$ cat config.mk
export PLATFORM = sky130hd
export DESIGN_NAME = reservation_station
export DESIGN_NICKNAME = d
export VERILOG_FILES = /design/src/rtl/reservation_station.sv
export SDC_FILE = /design/constraint.sdc
export NUM_CORES = 2
export LEC_CHECK = 0
export CORE_UTILIZATION = 50
export CTS_BUF_LIST = sky130_fd_sc_hd__clkbuf_4
export CTS_CLUSTER_SIZE = 24
export DETAILED_ROUTE_END_ITERATION = 8
export GPL_ROUTABILITY_DRIVEN = 0
export PLACE_DENSITY_LB_ADDON = 0.15
export SLEW_MARGIN = 20
export SYNTH_ARGS = -nofsm -noshare
export SYNTH_HDL_FRONTEND = slang
export SYNTH_SLANG_ARGS = --single-unit
$ cat constraint.sdc
create_clock -name clk -period 6.4 [get_ports clk]
set_input_delay 1.28 -clock clk [delete_from_list [all_inputs] [get_ports clk]]
set_output_delay 1.28 -clock clk [all_outputs]
set_load 0.03 [all_outputs]
$ cat src/rtl/reservation_station.sv
// reservation_station
//   Out-of-order issue queue in front of the execute ALU. Holds DEPTH
//   decoded instructions whose operands may still be pending on a ROB nick.
//   Snoops the ALU and load/store-buffer CDB broadcasts to wake operands.
//   Issues the lowest-index fully-ready entry each cycle through registered
//   oRS_* outputs.
// Ports
//   clk, rst (async active-low), rdy (global enable), iROB_clr (flush)
//   iDP_*   : dispatch request (instruction fields + operand ready/data/nick)
//   oRS_full: all entries busy (combinational from busy bits)
//   iEX_*   : ALU CDB broadcast        iLSB_* : load/store CDB broadcast
//   oRS_*   : issued instruction (oRS_en is a one-cycle valid pulse)
module reservation_station #(
   parameter int DEPTH = 8
) (
   input  logic        clk,
   input  logic        rst,
   input  logic        rdy,
   input  logic        iROB_clr,
   input  logic        iDP_en,
   input  logic [31:0] iDP_pc,
   input  logic [5:0]  iDP_op,
   input  logic [31:0] iDP_imm,
   input  logic [3:0]  iDP_rd_nick,
   input  logic        iDP_rs1_rdy,
   input  logic [31:0] iDP_rs1_dt,
   input  logic [3:0]  iDP_rs1_nick,
   input  logic        iDP_rs2_rdy,
   input  logic [31:0] iDP_rs2_dt,
   input  logic [3:0]  iDP_rs2_nick,
   output logic        oRS_full,
   input  logic        iEX_en,
   input  logic [3:0]  iEX_nick,
   input  logic [31:0] iEX_dt,
   input  logic        iLSB_en,
   input  logic [3:0]  iLSB_nick,
   input  logic [31:0] iLSB_dt,
   output logic        oRS_en,
   output logic [31:0] oRS_pc,
   output logic [5:0]  oRS_op,
   output logic [31:0] oRS_imm,
   output logic [3:0]  oRS_rd_nick,
   output logic [31:0] oRS_rs1_dt,
   output logic [31:0] oRS_rs2_dt
);
   localparam int IW = (DEPTH > 1) ? $clog2(DEPTH) : 1;

   typedef struct packed {
      logic        busy;
      logic [31:0] pc;
      logic [5:0]  op;
      logic [31:0] imm;
      logic [3:0]  rd_nick;
      logic        rs1_rdy;
      logic [31:0] rs1_dt;
      logic [3:0]  rs1_nick;
      logic        rs2_rdy;
      logic [31:0] rs2_dt;
      logic [3:0]  rs2_nick;
   } entry_t;

   typedef struct packed {
      logic        rdy;
      logic [31:0] dt;
   } opnd_t;

   entry_t          ent [DEPTH];
   opnd_t           wk1 [DEPTH];
   opnd_t           wk2 [DEPTH];
   opnd_t           dp1, dp2;
   entry_t          dp_ent;
   logic [DEPTH-1:0] busy_vec, cand_vec;
   logic [IW-1:0]   free_idx, sel_idx;
   logic            has_free, has_sel;

   // CDB snoop for one operand; the ALU bus has priority over the LSB bus
   // when both carry the same nick.
   function automatic opnd_t snoop(input logic r, input logic [31:0] dt,
                                   input logic [3:0] nick);
      opnd_t o;
      o.rdy = r;
      o.dt  = dt;
      if (!r) begin
         if (iEX_en && iEX_nick == nick) begin
            o.rdy = 1'b1;
            o.dt  = iEX_dt;
         end else if (iLSB_en && iLSB_nick == nick) begin
            o.rdy = 1'b1;
            o.dt  = iLSB_dt;
         end
      end
      return o;
   endfunction

   always_comb begin
      for (int i = 0; i < DEPTH; i++) begin
         busy_vec[i] = ent[i].busy;
         cand_vec[i] = ent[i].busy & ent[i].rs1_rdy & ent[i].rs2_rdy;
         wk1[i]      = snoop(ent[i].rs1_rdy, ent[i].rs1_dt, ent[i].rs1_nick);
         wk2[i]      = snoop(ent[i].rs2_rdy, ent[i].rs2_dt, ent[i].rs2_nick);
      end
   end

   // Lowest-index free slot and lowest-index ready candidate, both taken
   // from the pre-edge state, so a slot freed by issue is reused next cycle.
   always_comb begin
      free_idx = '0;
      has_free = 1'b0;
      sel_idx  = '0;
      has_sel  = 1'b0;
      for (int i = DEPTH - 1; i >= 0; i--) begin
         if (!busy_vec[i]) begin
            free_idx = IW'(i);
            has_free = 1'b1;
         end
         if (cand_vec[i]) begin
            sel_idx = IW'(i);
            has_sel = 1'b1;
         end
      end
   end

   assign oRS_full = &busy_vec;

   // New entry, with same-cycle CDB forwarding folded in.
   always_comb begin
      dp1             = snoop(iDP_rs1_rdy, iDP_rs1_dt, iDP_rs1_nick);
      dp2             = snoop(iDP_rs2_rdy, iDP_rs2_dt, iDP_rs2_nick);
      dp_ent.busy     = 1'b1;
      dp_ent.pc       = iDP_pc;
      dp_ent.op       = iDP_op;
      dp_ent.imm      = iDP_imm;
      dp_ent.rd_nick  = iDP_rd_nick;
      dp_ent.rs1_rdy  = dp1.rdy;
      dp_ent.rs1_dt   = dp1.dt;
      dp_ent.rs1_nick = iDP_rs1_nick;
      dp_ent.rs2_rdy  = dp2.rdy;
      dp_ent.rs2_dt   = dp2.dt;
      dp_ent.rs2_nick = iDP_rs2_nick;
   end

   always_ff @(posedge clk or negedge rst) begin
      if (!rst) begin
         for (int i = 0; i < DEPTH; i++) ent[i] <= '0;
         oRS_en      <= 1'b0;
         oRS_pc      <= '0;
         oRS_op      <= '0;
         oRS_imm     <= '0;
         oRS_rd_nick <= '0;
         oRS_rs1_dt  <= '0;
         oRS_rs2_dt  <= '0;
      end else if (rdy) begin
         if (iROB_clr) begin
            for (int i = 0; i < DEPTH; i++) ent[i].busy <= 1'b0;
            oRS_en <= 1'b0;
         end else begin
            for (int i = 0; i < DEPTH; i++) begin
               if (ent[i].busy) begin
                  ent[i].rs1_rdy <= wk1[i].rdy;
                  ent[i].rs1_dt  <= wk1[i].dt;
                  ent[i].rs2_rdy <= wk2[i].rdy;
                  ent[i].rs2_dt  <= wk2[i].dt;
               end
            end
            oRS_en <= has_sel;
            if (has_sel) begin
               oRS_pc            <= ent[sel_idx].pc;
               oRS_op            <= ent[sel_idx].op;
               oRS_imm           <= ent[sel_idx].imm;
               oRS_rd_nick       <= ent[sel_idx].rd_nick;
               oRS_rs1_dt        <= ent[sel_idx].rs1_dt;
               oRS_rs2_dt        <= ent[sel_idx].rs2_dt;
               ent[sel_idx].busy <= 1'b0;
            end
            // free_idx is never a busy slot, so this cannot collide with
            // the wakeup or issue updates above.
            if (iDP_en && has_free) ent[free_idx] <= dp_ent;
         end
      end
   end
endmodule

==> results.md <==
- Outcome: finished clean
- Mapped Cells: 7,206
- Post-Synthesis Net Count: approximately 7,400
- Number of buffers added by the clock tree synthesis step: ~380
- Top post-synthesis cells by area: dfrtp_1 48%, nand2_1 7.1%, mux2_2 6.7%, mux2i_1 4.4%, a221oi_1 3.5%
- Wire length of the first global-routing pass: approximately 400,000 um
- Total wirelength of the detailed-routed design: approximately 270,000 um
- Final-report max-slew violation count: 0
- H-tree levels: 5
- Final total negative setup slack: 0 ns
- Most repeated cell in the gate-level netlist after synthesis: dfrtp_1
- Worst Path Class, Setup: reg2out
- Largest delay share family, worst path: simple AND/OR/NAND/NOR gates
- Period utilisation layout: 0.800
- Worst-case clock skew: between 0.1 and 0.15 ns
- Count of buffers from port buffering: ~370
- Number of buffer and inverter stages on the critical path: 1
- Hold violation total from the final report: 0
- List of cells traversed by the critical path: nand3_1 -> nor3_1 -> clkdlybuf4s50_1
- Area growth from synthesis to layout: 13.6%
- Util after Layout: 0.575
- Clock Path Buffers: 4
- Upper clock frequency limit: a little under 200 MHz
- Via count: ~64,000
- Syn. warnings: 0
- Total global routing track utilization: 0.386
- Share of the yosys chip area belonging to registers: 0.484
- Vertical die dimension: 373 um
- Drt wl/cell: between 20 and 30 um
- Max Cap Viol: 0
- Area of the mapped netlist: between 0.06 and 0.07 mm^2
- Share of post-route cells with drive strength above 1: 0.168
- Core Rows: about 140
- Cell area power density: about 310 mW/mm^2
- Hpwl dp: about 140,000 um
- Class of the tightest hold or removal check: reg2reg
- Total leakage power: about 35 nW
- Worst slew slack as a fraction of its limit: 0.187
- Final setup fails: 0
- Total congestion overflow: 0
- Clock slew at reported path FFs: ~0.06 ns
- Largest net degree at the start of global routing: roughly 190
- Final worst path period need: about 5.1 ns
- Synth cell count leaders: 1,331 x dfrtp_1, 1,306 x nand2_1, 549 x clkbuf_1
- Setup repair after global routing missed its margin: false
- Placeable core region: around 0.14 mm^2
- Worst ir drop on vdd: ~0.2 mV
- Per-instance average area after synthesis: ~9.5 um^2
- Data required time of the critical path: 5.12 ns
- Iteration count of the initial detailed-routing pass: 7
- Clock tree from TritonCTS: yes
- Top flip-flop cell by instance count after synthesis: dfrtp_1
- DRC: 0
- Cell with the biggest individual delay on the critical path: clkdlybuf4s50_1
- Share of synthesized registers carrying an async set or reset: 1.00
- Data arrival time of the worst path: approximately 3.8 ns
- Width of the chip: around 370 um
- Slew of the pin with the lowest slew margin: about 1.2 ns
- CP startpoint kind: register
- 1st-iter DRT viols: approximately 8,600
- Initial antenna violation count: 24
- Crit-path max FO: 13
- I/O pin cnt: approximately 370
- Fraction of synthesized cell area taken by the top area cell type: 0.484
- Nets: approximately 7,600
- Distinct cells, synth: 67
- Largest stage delay, worst path: ~0.8 ns
- Post-synthesis cell type with the largest combined area: dfrtp_1
- Setup crit end kind: output port
- Number of enable flip-flop cells after synthesis: 0
- Clock root buffer: clkbuf_4
- Initial cell density of the core: 0.506
- Sink Count: ~1,300
- Routed Antenna Nets: 0
- Synthesis-stage register bit count: around 1,300
- Die ar.: between 0.1 and 0.15 mm^2
- Number of global-route vias before repair: 63,619
- Average vias per placed instance: 6.78
- Worst-skew pair later-pin latency: around 1.4 ns
[state kept, by name (all words and copies together), names as in the netlist]
register     count
oRS_en           1
oRS_rs1_dt      32
oRS_rs2_dt      32
busy_vec         8
oRS_imm         32
oRS_rd_nick      4
ent           1184
oRS_op           6
oRS_pc          32
[path summary, 6_finish.rpt]
check	start	end	cells after the start	slack, ns
max	busy_vec[0]	oRS_full	3	1.28
min	ent[257]	ent[257]	2	0.47
max reg2reg	busy_vec[0]	ent[17]	7	2.46
min reg2reg	ent[257]	ent[257]	2	0.47
max in group asynchronous	rst	ent[90]	3	4.27
min in group asynchronous	rst	oRS_rs2_dt[14]	2	0.64
[through the flow]
step / total power [mW] / setup WS, ns / cell area [um^2] / cells / hold WS, ns
after floorplan: 14.2 / 3.03 / 68800 / 7206 / 0.438
after global placement: 16.3 / 1.70 / 73600 / 8783 / 0.449
after detailed placement: 16.4 / 1.63 / 73600 / 8784 / 0.456
after CTS: 24.0 / 1.22 / 78100 / 9407 / 0.470
after global routing: 25.1 / 1.31 / 78100 / 9420 / 0.488
final: 24.0 / 1.28 / 78100 / 9423 / 0.467
[cell type report]
cell class / instances / area (um^2)
Fill cell: 12005 / 57800
Sequential cell: 1331 / 33300
Multi-Input combinational cell: 5092 / 32600
Timing Repair Buffer: 567 / 5530
Clock buffer: 553 / 4150
Tap cell: 1781 / 2230
Clock inverter: 69 / 265
Inverter: 15 / 56.3
Antenna cell: 15 / 37.5
[tightest hold or removal path, delay by kind of cell (launching register included)]
family           cells  cell delay, ns
and+or+nand+nor      2            0.10
DFF                  1            0.34
[cells by family (layout without fill, tap and decap cells)]
| logic type | count (synthesis) | count (layout) | synth area share |
|---|---|---|---|
| AOI/OAI and AO/OA | 2023 | 2023 | 0.208 |
| muxes | 716 | 716 | 0.112 |
| and+or+nand+nor | 2209 | 2209 | 0.131 |
| xor gates and xnor gates | 144 | 144 | 0.0183 |
| DFF | 1331 | 1331 | 0.484 |
| other | 0 | 15 | 0 |
| buffers and inverters | 783 | 1204 | 0.0461 |
[report_power, final]
group	switching, mW	internal, mW	total [mW]
sequential	0.879	9.85	10.7
clock	3.72	3.90	7.62
combinational	3.12	2.53	5.65
[cells in the final DEF (no fill, tap or decap), drive strengths merged, types with 134 or more instances in the layout]
cell type and instances:
mux2 411, o31ai 134, nor2 500, nand2 1306, o22ai 267, a221oi 277, a221o 138, nand3 252
clkbuf 553, dfrtp 1331, a22o 149, o21ai 306, clkdlybuf4s50 365, mux2i 305, a21oi 436, buf 201
[per-layer routing]
| metal | track usage | wire length, um | share of wire | up-vias |
|---|---|---|---|---|
| met4 | 0.204 | 14600 | 0.053 | 14 |
| met2 | 0.563 | 116000 | 0.42 | 4869 |
| met5 | 0 | 103 | 0.00038 | - |
| met1 | 0.516 | 105000 | 0.38 | 31303 |
| li1 | - | - | - | 26576 |
| met3 | 0.116 | 38200 | 0.14 | 1130 |
[repair_timing]
| action | CTS | global route |
|---|---|---|
| gates resized for setup | 0 | 0 |
| buffers inserted | 0 | 0 |
| endpoints found under the hold margin | 89 | 0 |
| hold buffers | 1 | 0 |
(Power assumes the default switching activity.)
